===== src/rtl/hazard_scoreboard.sv =====
// Hazard and forwarding controller for a 5-stage pipeline. Shadows the
// register tags of the E, M and W stages and derives the operand-forwarding
// selects, the load-use interlock and the taken-branch flushes.
module hazard_scoreboard #(
   parameter int unsigned REG_W = 5
) (
   input  logic             clk,
   input  logic             reset,
   input  logic [REG_W-1:0] rs1_d,
   input  logic [REG_W-1:0] rs2_d,
   input  logic [REG_W-1:0] rd_d,
   input  logic             reg_write_d,
   input  logic             load_d,
   input  logic             pc_src_e,
   output logic [1:0]       forward_a_e,
   output logic [1:0]       forward_b_e,
   output logic             stall_f,
   output logic             stall_d,
   output logic             flush_d,
   output logic             flush_e
);

   localparam logic [1:0] FwdReg = 2'b00;
   localparam logic [1:0] FwdWb  = 2'b01;
   localparam logic [1:0] FwdMem = 2'b10;

   // Execute-stage tags
   logic [REG_W-1:0] rs1_e_q, rs1_e_d;
   logic [REG_W-1:0] rs2_e_q, rs2_e_d;
   logic [REG_W-1:0] rd_e_q, rd_e_d;
   logic             reg_write_e_q, reg_write_e_d;
   logic             load_e_q, load_e_d;
   // Memory-stage tags
   logic [REG_W-1:0] rd_m_q, rd_m_d;
   logic             reg_write_m_q, reg_write_m_d;
   // Writeback-stage tags
   logic [REG_W-1:0] rd_w_q, rd_w_d;
   logic             reg_write_w_q, reg_write_w_d;

   logic             lw_stall;

   // MEM beats WB; x0 is hard-wired zero so it is never forwarded.
   function automatic logic [1:0] fwd_sel(input logic [REG_W-1:0] rs);
      logic [1:0] sel;
      sel = FwdReg;
      if (rs != '0) begin
         if (reg_write_m_q && (rd_m_q == rs)) begin
            sel = FwdMem;
         end else if (reg_write_w_q && (rd_w_q == rs)) begin
            sel = FwdWb;
         end
      end
      return sel;
   endfunction

   // Forwarding selects, load-use interlock and stall/flush outputs
   always_comb begin
      lw_stall = load_e_q && (rd_e_q != '0) &&
                 ((rd_e_q == rs1_d) || (rd_e_q == rs2_d)) && !pc_src_e;
      forward_a_e = fwd_sel(rs1_e_q);
      forward_b_e = fwd_sel(rs2_e_q);
      stall_f     = lw_stall;
      stall_d     = lw_stall;
      flush_d     = pc_src_e;
      flush_e     = lw_stall || pc_src_e;
      if (reset) begin
         forward_a_e = FwdReg;
         forward_b_e = FwdReg;
         stall_f     = 1'b0;
         stall_d     = 1'b0;
         flush_d     = 1'b1;
         flush_e     = 1'b1;
      end
   end

   // Next-state: tags shift one stage per clock; a flush injects a bubble into E
   always_comb begin
      rs1_e_d       = rs1_d;
      rs2_e_d       = rs2_d;
      rd_e_d        = rd_d;
      reg_write_e_d = reg_write_d;
      load_e_d      = load_d;
      if (flush_e) begin
         rs1_e_d       = '0;
         rs2_e_d       = '0;
         rd_e_d        = '0;
         reg_write_e_d = 1'b0;
         load_e_d      = 1'b0;
      end
      rd_m_d        = rd_e_q;
      reg_write_m_d = reg_write_e_q;
      rd_w_d        = rd_m_q;
      reg_write_w_d = reg_write_m_q;
   end

   // Stage registers with synchronous reset
   always_ff @(posedge clk) begin
      if (reset) begin
         rs1_e_q       <= '0;
         rs2_e_q       <= '0;
         rd_e_q        <= '0;
         reg_write_e_q <= 1'b0;
         load_e_q      <= 1'b0;
         rd_m_q        <= '0;
         reg_write_m_q <= 1'b0;
         rd_w_q        <= '0;
         reg_write_w_q <= 1'b0;
      end else begin
         rs1_e_q       <= rs1_e_d;
         rs2_e_q       <= rs2_e_d;
         rd_e_q        <= rd_e_d;
         reg_write_e_q <= reg_write_e_d;
         load_e_q      <= load_e_d;
         rd_m_q        <= rd_m_d;
         reg_write_m_q <= reg_write_m_d;
         rd_w_q        <= rd_w_d;
         reg_write_w_q <= reg_write_w_d;
      end
   end

endmodule


===== config.mk =====
export PLATFORM = sky130hd
export DESIGN_NAME = hazard_scoreboard
export DESIGN_NICKNAME = d
export VERILOG_FILES = /design/src/rtl/hazard_scoreboard.sv
export SDC_FILE = /design/constraint.sdc
export NUM_CORES = 1
export LEC_CHECK = 0
export BUFFER_PORTS_ARGS = -buffer_cell sky130_fd_sc_hd__buf_2
export CAP_MARGIN = 20
export CORE_UTILIZATION = 53
export DETAILED_ROUTE_END_ITERATION = 8
export PLACE_DENSITY = 0.78
export SLEW_MARGIN = 20
export SYNTH_ARGS = -nofsm -noshare
export SYNTH_HDL_FRONTEND = slang
export SYNTH_SLANG_ARGS = --single-unit

===== constraint.sdc =====
create_clock -name clk -period 1.75 [get_ports clk]
set_input_delay 0.0875 -clock clk [delete_from_list [all_inputs] [get_ports clk]]
set_output_delay 0.0875 -clock clk [all_outputs]
set_load 0.03 [all_outputs]

**After elaboration in Yosys (flattened, before gate mapping)**

Cells that the tools add are included.

- Register bits: 29
- Input bits: 20
- Output and inout port bits: 8
- Logic and storage cells: 40

- Equal/unequal tests: 6
- Multiplexer cells: 11
- Reductions and logical operators: 14

Operators by type and width:

| operator | number |
|---|---|
| 5-bit equality test | 6 |
| 5-bit nonzero test | 3 |
| 2-bit two-way mux | 6 |
| 1-bit logical AND | 7 |
| 1-bit two-way mux | 5 |
| 1-bit logical OR | 2 |
| 2-bit OR reduction | 1 |
| 1-bit logical NOT | 1 |

**Longest topological paths before layout**

- Depth after elaboration: 7
- Depth in mapped cells: 6

**Worst setup path after synthesis**

No wires, ideal clock.

- Path type: reg2out
- Start point: reg rd_e_q[0]
- End point: out stall_f
- Arrival time: 1.829 ns
- Slack: -0.167 ns
- Cell stages (with the launch flop): 6
- Cells stage by stage: dfxtp_1 -> xnor2_1 -> nand3_1 -> o22a_1 -> nor3_1 -> buf_4

- Longest elaborated chain between the ends: 5
- Elaborated cells between the ends (all ways): 8
- Those cells by class: eq/ne: 2; mux: 1; reduce/logical: 5

RTL lines:

| element | RTL line | RTL |
|---|---|---|
| from (decl) | 30 | `logic [REG_W-1:0] rd_e_q, rd_e_d;` |
| from (signal assigned) | 111 | `rd_e_q <= rd_e_d;` |
| 5-bit equality test or 5-bit nonzero test (tied branches) | 59, 58 |  |
| 1-bit logical OR or 1-bit logical AND (tied branches) | 59, 58 |  |
| 1-bit logical AND (*) | 58 | `lw_stall = load_e_q && (rd_e_q != '0) &&` |
| 1-bit logical AND (*) | 59 | `((rd_e_q == rs1_d) \|\| (rd_e_q == rs2_d)) && !pc_src_e;` |
| 1-bit two-way mux (*) | n/a |  |
| to (decl) | 17 | `output logic stall_f,` |

Every way passes the cells marked *; elsewhere a longest branch is shown, timed or not.

**Worst setup path in the final report**

- Start point: in rs2_d[3]
- End point: out stall_d

- Longest elaborated chain between the ends: 5

RTL lines:

| element | RTL line | RTL |
|---|---|---|
| from (decl) | 10 | `input logic [REG_W-1:0] rs2_d,` |
| 5-bit equality test | 59 |  |
| 1-bit logical OR | 59 |  |
| 1-bit logical AND | 58 |  |
| 1-bit logical AND | 59 |  |
| 1-bit two-way mux | 66 | `if (reset) begin` |
| to (decl) | 18 | `output logic stall_d,` |

No other way between the ends.

==> results.md <==
* CTS HTree Levels at 2
* Antenna Violating Nets Remaining at 0
* Initial antenna violation count at 0
* Mux share of post-synthesis cell area at 0%
* Vias in the first global route at around 1300
* Post-Syn Area at around 1300 sq um
* Setup violation total in the final timing report at 7
* Met2 routed WL at around 2.2 mm
* Bufs on Longest Clock Path at 2
* Synthesized-area fraction occupied by and/or/nand/nor cells at 20.0%
* Share of the cycle needed by the critical path after routing at 104%
* Sink Count at 29
* Largest net degree at the start of global routing at 16
* Design area at 1970 sq um
* Leakage power at between 0.8 and 0.9 nW
* Critical-path maximum fanout at 2
* Gp weighted congestion at 0.854
* Top-level port count at 28
* CP delay by family, top: buffers and inverters
* Kind of start point of the critical path: input port
* Part of the total power dissipated in the clock network at between 30% and 40%
* Portion of total power attributed to combinational logic at between 10% and 20%
* R2R setup slack at 0.08 ns
* Worst EP required at about 1.7 ns
* Slew margin rel. at roughly four fifths
* Top post-synthesis cells by area: sky130_fd_sc_hd__dfxtp_1 (43%), sky130_fd_sc_hd__xor2_1 (10%), sky130_fd_sc_hd__xnor2_1 (7.8%), sky130_fd_sc_hd__nor2b_1 (6.0%), sky130_fd_sc_hd__a21oi_2 (5.8%)
* Core Rows at 17
* Net count after synthesis at around 160
* Met3 wire length at between 100 and 150 um
* Power Internal at around 1.1 mW
* Number of endpoints with negative hold slack in the final report at 0
* Worst-path clk slew at around 0.1 ns
* Arrival @ worst endpoint at between 1.5 and 2 ns
* Clock period minus worst slack at between 1.5 and 2 ns
* Average routed wire per standard cell at approximately 17 um
* Post-synthesis cell count at ~140
* Number of search-and-repair iterations in the first detailed-routing pass at 4
* Worst Skew at 0.00451 ns
* Instance count along the most critical hold path at 3
* Run status: complete, but fails checks
* Synthesized flop and latch total at 29
* CP max stage cell: sky130_fd_sc_hd__dlygate4sd3_1
* Final hold slack at ~0.013 ns
* Power per unit of standard cell area at roughly 730 nW/um^2
* Count of cell instances traversed by the critical path at 7
* Buffer cell driving the clock tree root: sky130_fd_sc_hd__clkbuf_4
* Worst Max-Slew Pin Slew at roughly 0.28 ns
* FF-to-FF End: rs1_e_q[3]$_SDFF_PP0_
* Max_cap viols at 0
* Antenna Diode Count at 0
* Total length of routed wires at between 3 and 4 mm
* Unrepaired setup endpoints after global routing: true
* Yosys top cell area share at 43.1%
* Post-synthesis average cell area at about 9.4 sq um
* Dominant combinational cell family by area after synthesis: simple AND/OR/NAND/NOR gates
* Worst setup timing slack at the placement stage at about 0.11 ns
* Worst min path class: in -> reg
* First-pass GRT wire length at 5.33 mm
* Largest vdd supply drop at roughly 0.6 mV
* Yosys warning count at 0
* Area growth syn-to-layout at 46.5%
* Post-Synth Adder-Cell Area at 0%
* Clock buffer count from CTS at 5
* DR vias/cell at between 5 and 6
* Die boundary width at roughly 52 um
* Most area-hungry cell type in the Yosys netlist: sky130_fd_sc_hd__dfxtp_1
* Clk_lat worst skew at between 0.3 and 0.4 ns
* Buf+Inv Stages, Crit Path at 3
* Floorplan Core Area at 2300 sq um
* TritonCTS clock tree: yes
* Beginning of the worst register-to-register path: rd_e_q[2]$_SDFF_PP0_
* Type of destination of the critical path: output pin
* Critical-path cell list: dlygate4sd3_1, buf_2, xnor2_2, nand3_1, o22a_1, nor3_4, buf_6
* Worst r2r path cells at 5
* Violated checks: setup timing
* Initial Utilization at roughly three fifths
* Starting DRC count in detailed routing at 15
* Sw frac at between 20% and 30%
* DIE AREA at between 2000 and 3000 sq um
* IO Port Bufs at 27
* Upper clock frequency limit at 549 MHz
* Routed metal-1 wirelength at roughly 1.5 mm
* Number of slew-limit violations in the final report at 0
* Type of the setup path with the least slack: in -> out
* Final WS setup at -0.0722 ns
* Number of unique standard cell types used by synthesis at 27
* Die Ht at approximately 52 um
* Via count at around 1200
* DP Wirelength at ~2.2 mm
* Share of cells above drive strength 1 at about half
* DP Area at between 1500 and 2000 sq um
* Critical Path Max Stage Delay at ~0.54 ns
* Count of fill cells added during filler insertion at 114
* Reg power frac at between 40% and 50%
* Remaining routing DRC violations at 0
* Sequential fraction of the synthesis area at 43.1%
* Post-Synth XOR/XNOR Area at between 10% and 20%
* Total global-route track usage at between 20% and 30%
* Min-Delay Startpoint: rs2_d[4]
* Uppermost routed layer: met4
* Hold Path End: rs2_e_q[4]$_SDFF_PP0_
* Grt total ovfl at 0
* Fraction of the mapped netlist area in compound gates at a little over an eighth
* Nets at 220
* Switching power of the nets at 0.389 mW
## how the worst max path moves through the flow
stage | to | slack [ns] | start
floorplan | forward_a_e[1] | 0.02 | rs1_e_q[1]$_SDFF_PP0_
global placement | flush_e | 0.19 | rd_e_q[1]$_SDFF_PP0_
detailed placement | flush_e | 0.11 | rd_e_q[1]$_SDFF_PP0_
CTS | flush_e | -0.03 | rd_e_q[2]$_SDFF_PP0_
global route | forward_a_e[1] | -0.13 | rs1_e_q[1]$_SDFF_PP0_
finish | stall_d | -0.07 | rs2_d[3]
## registers in the layout, summed over array words and instances (netlist names)
register and cells:
load_e_q 1, rd_w_q 5, reg_write_e_q 1, reg_write_m_q 1, reg_write_w_q 1, rs1_e_q 5, rd_e_q 5, rd_m_q 5
rs2_e_q 5
## cell usage in the layout, fill, tap and decap left out, types with 2 or more instances in the layout
master                          instances
sky130_fd_sc_hd__and3_1                 2
sky130_fd_sc_hd__nor4_1                 2
sky130_fd_sc_hd__or4_4                  2
sky130_fd_sc_hd__nand2_1               19
sky130_fd_sc_hd__dlygate4sd3_1         12
sky130_fd_sc_hd__inv_1                  3
sky130_fd_sc_hd__a21oi_2                9
sky130_fd_sc_hd__xor2_1                14
sky130_fd_sc_hd__dfxtp_1               12
sky130_fd_sc_hd__xor2_2                 2
sky130_fd_sc_hd__clkbuf_8               2
sky130_fd_sc_hd__dfxtp_4                2
sky130_fd_sc_hd__nor2b_1               13
sky130_fd_sc_hd__buf_6                  7
sky130_fd_sc_hd__dfxtp_2               15
sky130_fd_sc_hd__buf_2                 20
sky130_fd_sc_hd__xnor2_2                5
sky130_fd_sc_hd__nor4_2                 3
sky130_fd_sc_hd__nand3_1                3
sky130_fd_sc_hd__buf_4                 17
sky130_fd_sc_hd__a21oi_1                7
sky130_fd_sc_hd__nor2_1                 2
sky130_fd_sc_hd__xnor2_1                7
sky130_fd_sc_hd__clkbuf_4               5
## cells by family after synthesis
| family | after synthesis |
|---|---|
| simple gates | 52 |
| flops | 29 |
| xor+xnor | 28 |
| compound gates | 24 |
| buf+inv | 10 |
## worst reg2reg max path, delay by kind of cell (launching register included)
family,cells,cell delay (ns)
AOI/OAI and AO/OA,2,0.35
buffers and inverters,2,0.35
DFF,1,0.35
and+or+nand+nor,1,0.55
## power groups by stage
stage / clock (mW) / sequential, mW / combinational [mW]
detailed placement: 0 / 0.720 / 0.170
global placement: 0 / 0.719 / 0.163
floorplan: 0 / 0.714 / 0.117
finish: 0.472 / 0.709 / 0.258
CTS: 0.470 / 0.705 / 0.220
global route: 0.511 / 0.710 / 0.273
## synth_stat cells, drive strengths merged
library cell and count:
a2111oi 1, o21a 1, nor2 3, nor3 2, nor2b 13, a21oi 17
and3 2, nand3 3, nand2 19, xnor2 12, or4 3, dfxtp 29
nor3b 1, inv 4, o21ai 2, o22ai 2, nor4 5, nand2b 1
buf 4, clkbuf 2, xor2 16, o22a 1
## through the flow
| step | instances | TNS, ns | utilization [%] | power (mW) |
|---|---|---|---|---|
| after CTS | 225 | -0.0752 | 80.6 | 1.40 |
| after floorplan | 143 | 0 | - | 0.831 |
| after detailed placement | 198 | 0 | 66.2 | 0.890 |
| after global routing | 229 | -0.694 | 85.9 | 1.49 |
| after global placement | 198 | 0 | 66.2 | 0.882 |
| final | 229 | -0.307 | 85.9 | 1.44 |
## per-layer routing
layer  track usage (%)  vias up
li1                  -      586
met1              26.3      581
met2              52.1       35
met3              8.70       11
met4              14.0        0
met5                 0        -
## timing repair
action / in CTS / in global routing
setup endpoints to repair: 6 / 7
buffers inserted: 7 / 4
resized for setup: 34 / 23
hold buffers: 12 / 0
endpoints found under the hold margin: 12 / 0
pin swaps: 9 / 17
## final cells by class
type                            instances  area, sq um  area share (%)
Multi-Input combinational cell        104          818            41.4
Sequential cell                        29          607            30.7
Timing Repair Buffer                   56          427            21.6
Clock buffer                            7         65.1            3.30
Tap cell                               28         35.0            1.77
Inverter                                4         17.5           0.887
Clock inverter                          1         5.00           0.253
(Power assumes the default switching activity.)
